<file path="src/rtl/rram_pkg.sv">
// Shared defaults and the readout state encoding for the RRAM ADC readout sequencer.
package rram_pkg;

  localparam int RRAM_NUM_ADC         = 32;
  localparam int RRAM_ADC_WIDTH_THERM = 15;
  localparam int RRAM_ADC_WIDTH       = 4;
  localparam int RRAM_MUX_DEPTH       = 16;
  localparam int RRAM_DATAOUT_WIDTH   = 64;
  localparam int RRAM_SETTLE_CYCLES   = 2;

  typedef enum logic [2:0] {
    IDLE    = 3'd0,
    SETTLE  = 3'd1,
    SAMPLE  = 3'd2,
    CAPTURE = 3'd3,
    PUSH_LO = 3'd4,
    PUSH_HI = 3'd5
  } rram_state_e;

endpackage

</file>
<file path="src/rtl/rram_adc_readout_sequencer_therm2bin.sv">
// Thermometer-to-binary converter: counts set bits so a stray bubble costs at most one LSB.
module rram_therm2bin #(
  parameter int THERM_W = 15,
  parameter int BIN_W   = 4
) (
  input  logic [THERM_W-1:0] therm_i,
  output logic [BIN_W-1:0]   bin_o
);

  logic [BIN_W-1:0] cnt;

  always_comb begin
    cnt = '0;
    for (int i = 0; i < THERM_W; i++) begin
      cnt = cnt + BIN_W'(therm_i[i]);
    end
    bin_o = cnt;
  end

endmodule

</file>
<file path="src/rtl/rram_adc_readout_sequencer.sv">
// Steps the SL mux across a column range, samples the shared ADCs per column and
// pushes the packed results to the output FIFO as a low word followed by a high word.
module rram_adc_readout_sequencer
  import rram_pkg::*;
#(
  parameter int NUM_ADC         = RRAM_NUM_ADC,
  parameter int ADC_WIDTH_THERM = RRAM_ADC_WIDTH_THERM,
  parameter int ADC_WIDTH       = RRAM_ADC_WIDTH,
  parameter int MUX_DEPTH       = RRAM_MUX_DEPTH,
  parameter int DATAOUT_WIDTH   = RRAM_DATAOUT_WIDTH,
  parameter int SETTLE_CYCLES   = RRAM_SETTLE_CYCLES
) (
  input  logic                               CLK,
  input  logic                               reset,
  input  logic                               start,
  input  logic [3:0]                         col_first,
  input  logic [3:0]                         col_last,
  output logic                               busy,
  output logic                               done,
  output logic [3:0]                         sl_mux_sel,
  output logic                               adc_sample_en,
  input  logic [NUM_ADC*ADC_WIDTH_THERM-1:0] adc_therm,
  output logic                               push_n_oFIFO,
  input  logic                               full_oFIFO,
  output logic [DATAOUT_WIDTH-1:0]           din_oFIFO
);

  localparam int BIN_W = NUM_ADC * ADC_WIDTH;
  localparam int CAP_W = 2 * DATAOUT_WIDTH;

  rram_state_e        state_q, state_d;
  logic [3:0]         col_q, col_d;
  logic [3:0]         last_q, last_d;
  logic [3:0]         settle_cnt_q, settle_cnt_d;
  logic               done_q, done_d;
  logic [CAP_W-1:0]   cap_q, cap_d;
  logic [BIN_W-1:0]   bin_w;
  logic               push_ok;

  for (genvar g = 0; g < NUM_ADC; g++) begin : g_conv
    rram_therm2bin #(
      .THERM_W (ADC_WIDTH_THERM),
      .BIN_W   (ADC_WIDTH)
    ) u_therm2bin (
      .therm_i (adc_therm[g*ADC_WIDTH_THERM +: ADC_WIDTH_THERM]),
      .bin_o   (bin_w[g*ADC_WIDTH +: ADC_WIDTH])
    );
  end

  // A transfer happens only on an edge where a push state sees room in the FIFO.
  assign push_ok = ((state_q == PUSH_LO) || (state_q == PUSH_HI)) && !full_oFIFO;

  always_ff @(posedge CLK) begin
    if (reset) begin
      state_q      <= IDLE;
      col_q        <= '0;
      last_q       <= '0;
      settle_cnt_q <= '0;
      done_q       <= 1'b0;
      cap_q        <= '0;
    end else begin
      state_q      <= state_d;
      col_q        <= col_d;
      last_q       <= last_d;
      settle_cnt_q <= settle_cnt_d;
      done_q       <= done_d;
      cap_q        <= cap_d;
    end
  end

  always_comb begin
    state_d      = state_q;
    col_d        = col_q;
    last_d       = last_q;
    settle_cnt_d = settle_cnt_q;
    done_d       = 1'b0;
    cap_d        = cap_q;
    unique case (state_q)
      IDLE: begin
        if (start) begin
          col_d        = col_first;
          last_d       = col_last;
          settle_cnt_d = '0;
          state_d      = SETTLE;
        end
      end
      SETTLE: begin
        if (settle_cnt_q == 4'(SETTLE_CYCLES - 1)) begin
          state_d = SAMPLE;
        end else begin
          settle_cnt_d = settle_cnt_q + 4'd1;
        end
      end
      SAMPLE: state_d = CAPTURE;
      CAPTURE: begin
        cap_d   = CAP_W'(bin_w);
        state_d = PUSH_LO;
      end
      PUSH_LO: begin
        if (push_ok) state_d = PUSH_HI;
      end
      PUSH_HI: begin
        if (push_ok) begin
          if (col_q == last_q) begin
            state_d = IDLE;
            done_d  = 1'b1;
          end else begin
            col_d        = (col_q == 4'(MUX_DEPTH - 1)) ? 4'd0 : col_q + 4'd1;
            settle_cnt_d = '0;
            state_d      = SETTLE;
          end
        end
      end
      default: state_d = IDLE;
    endcase
  end

  assign busy          = (state_q != IDLE);
  assign done          = done_q;
  assign sl_mux_sel    = col_q;
  assign adc_sample_en = (state_q == SAMPLE);
  assign push_n_oFIFO  = !push_ok;

  always_comb begin
    din_oFIFO = '0;
    if (state_q == PUSH_LO) din_oFIFO = cap_q[DATAOUT_WIDTH-1:0];
    else if (state_q == PUSH_HI) din_oFIFO = cap_q[CAP_W-1:DATAOUT_WIDTH];
  end

endmodule
</file>
<file path="config.mk">
export PLATFORM = sky130hd
export DESIGN_NAME = rram_adc_readout_sequencer
export DESIGN_NICKNAME = d
export VERILOG_FILES = /design/src/rtl/rram_pkg.sv /design/src/rtl/rram_adc_readout_sequencer_therm2bin.sv /design/src/rtl/rram_adc_readout_sequencer.sv
export SDC_FILE = /design/constraint.sdc
export NUM_CORES = 1
export LEC_CHECK = 0
export ABC_CLOCK_PERIOD_IN_PS = 7200
export BUFFER_PORTS_ARGS = -buffer_cell sky130_fd_sc_hd__buf_2
export CORE_AREA = 2 2 222 224
export CTS_CLUSTER_SIZE = 25
export DETAILED_ROUTE_END_ITERATION = 12
export DIE_AREA = 0 0 224 226
export SYNTH_ARGS = -nofsm -noshare
export SYNTH_HDL_FRONTEND = slang
export SYNTH_SLANG_ARGS = --single-unit
</file>
<file path="constraint.sdc">
create_clock -name CLK -period 7.2 [get_ports CLK]
set_input_delay 0.72 -clock CLK [delete_from_list [all_inputs] [get_ports CLK]]
set_output_delay 0.72 -clock CLK [all_outputs]
set_load 0.1 [all_outputs]
</file>
# Word level (Yosys, flattened, before mapping)
# Index checks and enable logic that the tools add are counted.
[word_totals]
word_cells = 504
out_inout_bits = 72
ff_bits = 144
in_bits = 492
[op_classes]
n_addsub = 450
n_bitwise = 2
n_reduce_logical = 13
n_eq_ne = 14
n_mux = 19
[op_table]
columns = ["op", "count"]
rows = [
  ["4-bit by 1-bit adder with 4-bit output", 416],
  ["64-bit two-way mux", 2],
  ["1-bit by 1-bit adder with 2-bit output", 32],
  ["4-bit two-way mux", 8],
  ["3-bit case mux with 6 select lines", 1],
  ["3-bit two-way mux", 4],
  ["2-bit != test (second input constant)", 6],
  ["4-bit case mux with 3 select lines", 1],
  ["4-bit by 1-bit adder with 4-bit output (second input constant)", 2],
  ["4-bit case mux with 2 select lines", 1],
  ["4-bit AND reduction", 2],
  ["3-bit by 2-bit == test with 1-bit output (second input constant)", 2],
  ["3-bit == test (second input constant)", 2],
  ["3-bit nonzero test", 2],
  ["5-bit AND reduction", 1],
  ["4-bit by 1-bit == test with 1-bit output (second input constant)", 1],
  ["4-bit == test", 1],
  ["4-bit == test (second input constant)", 1],
  ["3-bit by 1-bit == test with 1-bit output (second input constant)", 1],
  ["3-bit zero test", 1],
  ["3-bit OR reduction", 1],
  ["1-bit zero test", 2],
  ["1-bit two-way mux", 2],
  ["1-bit inverter", 2],
  ["4 further kinds", 4],
]

# Logic depth before layout (Yosys ltp)
[logic_depth]
ltp_word = 14
mapped_depth = 15
mapped_depth_nobuf = 15

# Modules after synthesis
# Synthesis repeated with hierarchy kept, for this count alone.
[hier_totals]
hier_cells = 1904
area_unflattened_um2 = 16378.2
[by_module_without_submodules]
columns = ["module", "cells_per_inst", "instances", "area_per_inst_um2", "seq_area_each_um2"]
rows = [
  ["rram_therm2bin at g_conv[0].u_therm2bin ...", 36, 30, 325.3, 0.0],
  ["rram_adc_readout_sequencer", 752, 1, 5973.2, 2882.8],
  ["rram_therm2bin at g_conv[30].u_therm2bin ...", 36, 2, 322.8, 0.0],
]

# Worst setup path after synthesis
# Ideal clock, no wire load.
[synth_path]
kind = "in2reg"
startpoint = "input adc_therm[165]"
endpoint = "register cap_q[46]"
required_ns = 7.114
path_stages = 13
setup_ns = 0.086
slack_ns = 3.186
path_buffers = 0
arrival_time_ns = 3.928
path_cell_list = "ha_1 inv_1 fa_1 inv_1 fa_1 fa_1 inv_1 fa_1 inv_1 ha_1 fa_1 xnor2_1 a211oi_1"
[synth_between]
elab_chain_len = 14
[synth_lines]
columns = ["item", "line", "rtl"]
rows = [
  ["from (decl)", "rram_adc_readout_sequencer.sv:22", "input logic [NUM_ADC*ADC_WIDTH_THERM-1:0] adc_therm,"],
  ["1-bit by 1-bit adder with 2-bit output", "rram_adc_readout_sequencer_therm2bin.sv:15", "cnt = cnt + BIN_W'(therm_i[i]);"],
  ["4-bit by 1-bit adder with 4-bit output (13 in series)", "rram_adc_readout_sequencer_therm2bin.sv:15", ""],
  ["to (signal assigned)", "rram_adc_readout_sequencer.sv:67", "cap_q <= cap_d;"],
  ["to (decl)", "rram_adc_readout_sequencer.sv:36", "logic [CAP_W-1:0] cap_q, cap_d;"],
]
# No other way between the ends.
# A chain may end at the register's enable or synchronous reset.

# Worst setup path after layout
[layout_path]
startpoint = "input adc_therm[60]"
endpoint = "register cap_q[18]"
# Same word-level chain as after synthesis.

==> results.json <==
{
  "synth_edf_count": 0,
  "die_area_um2": 50600,
  "rows": 81,
  "io_buffers": 563,
  "core_um2": 48300,
  "htreeDepth": 4,
  "hold_class": "flip-flop to flip-flop",
  "grt.total_usage_pct": 19.1,
  "drt-vias-per-instance": 4.52,
  "cap_violations": 0,
  "hold_viol_final": 0,
  "wl_per_cell_um": 15.2,
  "syn_to_final_growth_pct": 22.9,
  "whs_path_depth": 2,
  "die_y_um": 226,
  "post-cts-setup-buffers": 0,
  "cts_resized": 0,
  "ant_nets": 0,
  "r2r_cells": 5,
  "worst_slew_pin_slew_ns": 0.996,
  "ys_seq_area_share_pct": 16.7,
  "ir_worst_vdd_mv": 0.126,
  "syn_area_per_cell_um2": 9.05,
  "postCtsHoldBufs": 0,
  "drt_iter0_drc": 435,
  "cp_data_required_time_ns": 7.48,
  "yosys_most_used_dff": "dfxtp_1",
  "post-route-util_pct": 44.0,
  "first_pass_iters": 5,
  "synth_seq_cells": 144,
  "layout-drive-gt1-share_pct": 25.0,
  "yosysUniqueCellTypes": 50,
  "overflow": 0,
  "grt_pass1_wl_um": 75400,
  "worstHoldStart": "cap_q[12]$_SDFFE_PP0P_",
  "cts.path.max_buffers": 2,
  "powerDensity_nw_per_um2": 234,
  "cts_tree": "yes",
  "fin_skew_ns": 0.00670,
  "min_to": "cap_q[12]$_SDFFE_PP0P_",
  "leakagePower_uw": 0.0120,
  "async_flop_share_pct": 0,
  "setup_viol": 0,
  "mostFrequentLayoutCells": "inv_1 (626), buf_2 (562), fa_1 (288), ha_1 (195), nand2_1 (166)",
  "grt_setup_unrepaired": "no",
  "r2r_slack_ns": 4.79,
  "antenna_found_initial": 3,
  "slew_viol_final": 0,
  "cts-root-buf": "clkbuf_16",
  "cts_sinks": 144,
  "arrival_ns": 4.18,
  "initial_core_util_pct": 35.8,
  "die_x_um": 224,
  "cts_made_buffers": 17,
  "outcome": "completed",
  "synth_nets": 2887,
  "clock_latency_ns": 0.43,
  "fmax_mhz": 256,
  "grt_pass1_vias": 15000,
  "drt_wl_total_um": 46900,
  "netlist_area_um2": 17300,
  "power_uw": 4980,
  "cp-start-kind": "input port",
  "drc": 0,
  "slew_headroom_pct": 33.4,
  "clk_pin_slew_ns": 0.06,
  "detailed_place_hpwl_um": 40300,
  "gp_congestion": 0.901,
  "fillers": 4772,
  "worstPathMaxFanout": 2,
  "post-route-period-util_pct": 54.2,
  "nNetsFinal": 3416,
  "end_kind": "flip-flop",
  "layout_commonest_cell": "inv_1",
  "dr_total_vias": 13900,
  "grt_start_max_net_pins": 76,
  "yosys_warnings": 0,
  "r2r_start": "state_q[0]$_SDFFE_PP0P_",
  "io_pins": 564,
  "tns_ns": 0,
  "fin_crit_ns": 3.90,
  "critPathKind": "input port to flip-flop",
  "r2r_end": "cap_q[0]$_SDFFE_PP0P_",
  "synth_cells": 1912
}
worst max-delay path, cell delays in order:
cell and delay, ns:
buf_2 0.10, ha_1 0.27, inv_1 0.05, fa_1 0.49, inv_1 0.06, fa_1 0.50
fa_1 0.52, inv_1 0.05, fa_1 0.47, inv_1 0.04, ha_1 0.20, fa_1 0.38
xnor2_1 0.23, a211oi_1 0.10
registers in the layout (all words and copies together) (netlist names):
signal        count
cap_q           128
done              1
last_q            4
settle_cnt_q      4
sl_mux_sel        4
state_q           3
how the worst max path moves through the flow:
stage | start | end | slack, ns | cells past startpoint
5_1_grt | adc_therm[240] | cap_q[66]$_SDFFE_PP0P_ | 3.12 | 16
2_1_floorplan | adc_therm[165] | cap_q[46]$_SDFFE_PP0P_ | 3.19 | 13
3_3_place_gp | adc_therm[31] | cap_q[10]$_SDFFE_PP0P_ | 2.81 | 16
3_5_place_dp | adc_therm[31] | cap_q[10]$_SDFFE_PP0P_ | 2.81 | 16
6_report | adc_therm[60] | cap_q[18]$_SDFFE_PP0P_ | 3.30 | 14
4_1_cts | adc_therm[31] | cap_q[10]$_SDFFE_PP0P_ | 3.28 | 16
per-stage QoR:
step | setup slack [ns] | instances | hold slack [ns] | area, um^2
6_report | 3.30 | 3077 | 0.455 | 21200
5_1_grt | 3.12 | 3077 | 0.471 | 21200
4_1_cts | 3.28 | 3076 | 0.457 | 21200
2_1_floorplan | 3.19 | 1912 | 0.432 | 17300
3_3_place_gp | 2.81 | 3044 | 0.440 | 20700
3_5_place_dp | 2.81 | 3044 | 0.445 | 20700
layout make-up:
cell class                      count  area, um^2  share of cell area, %
Multi-Input combinational cell   1079       11800                   55.5
Inverter                          629        2360                   11.1
Antenna cell                        1        2.50                 0.0118
Sequential cell                   144        2880                   13.6
Clock inverter                     10        77.6                  0.365
Clock buffer                       22         474                   2.23
Tap cell                          622         778                   3.66
Timing Repair Buffer              570        2870                   13.5
power by group:
group          total (uW)  internal, uW  leakage (uW)  switching (uW)
registers             886           843       0.00116            42.2
clock network         840           471      0.000256             369
logic                3250          1510        0.0105            1740
total                4980          2820        0.0120            2150
cells by family (layout without fill, tap and decap cells):
kind of cell | count (synthesis) | count (layout) | share of synthesized area (%)
AND/OR/NAND/NOR | 234 | 234 | 5.52
flip-flops | 144 | 144 | 16.7
adder cells (fa/ha/maj) | 483 | 483 | 47.4
XOR/XNOR | 69 | 69 | 3.49
other | 0 | 1 | 0
AO/OA/AOI/OAI | 286 | 286 | 11.2
buffers and inverters | 689 | 1231 | 15.2
multiplexers | 7 | 7 | 0.463
synthesized netlist by cell type (26+ instances only):
library cell / instances / area [um^2]
nor2_1: 38 / 143
fa_1: 288 / 5770
nand2_1: 167 / 627
xnor2_1: 33 / 289
a22o_1: 64 / 561
a211oi_1: 33 / 248
a21oi_1: 105 / 526
a21o_1: 32 / 240
dfxtp_1: 144 / 2880
buf_2: 30 / 150
inv_1: 626 / 2350
xor2_1: 36 / 315
clkbuf_1: 26 / 97.6
ha_1: 195 / 2440
o22ai_1: 32 / 200
metal layers:
metal | GRT usage [%] | wire length [um]
met5 | 0 | 16
met2 | 34.3 | 23600
met4 | 5.66 | 971
met3 | 4.37 | 3240
met1 | 22.8 | 19000
(Power assumes the default switching activity.)
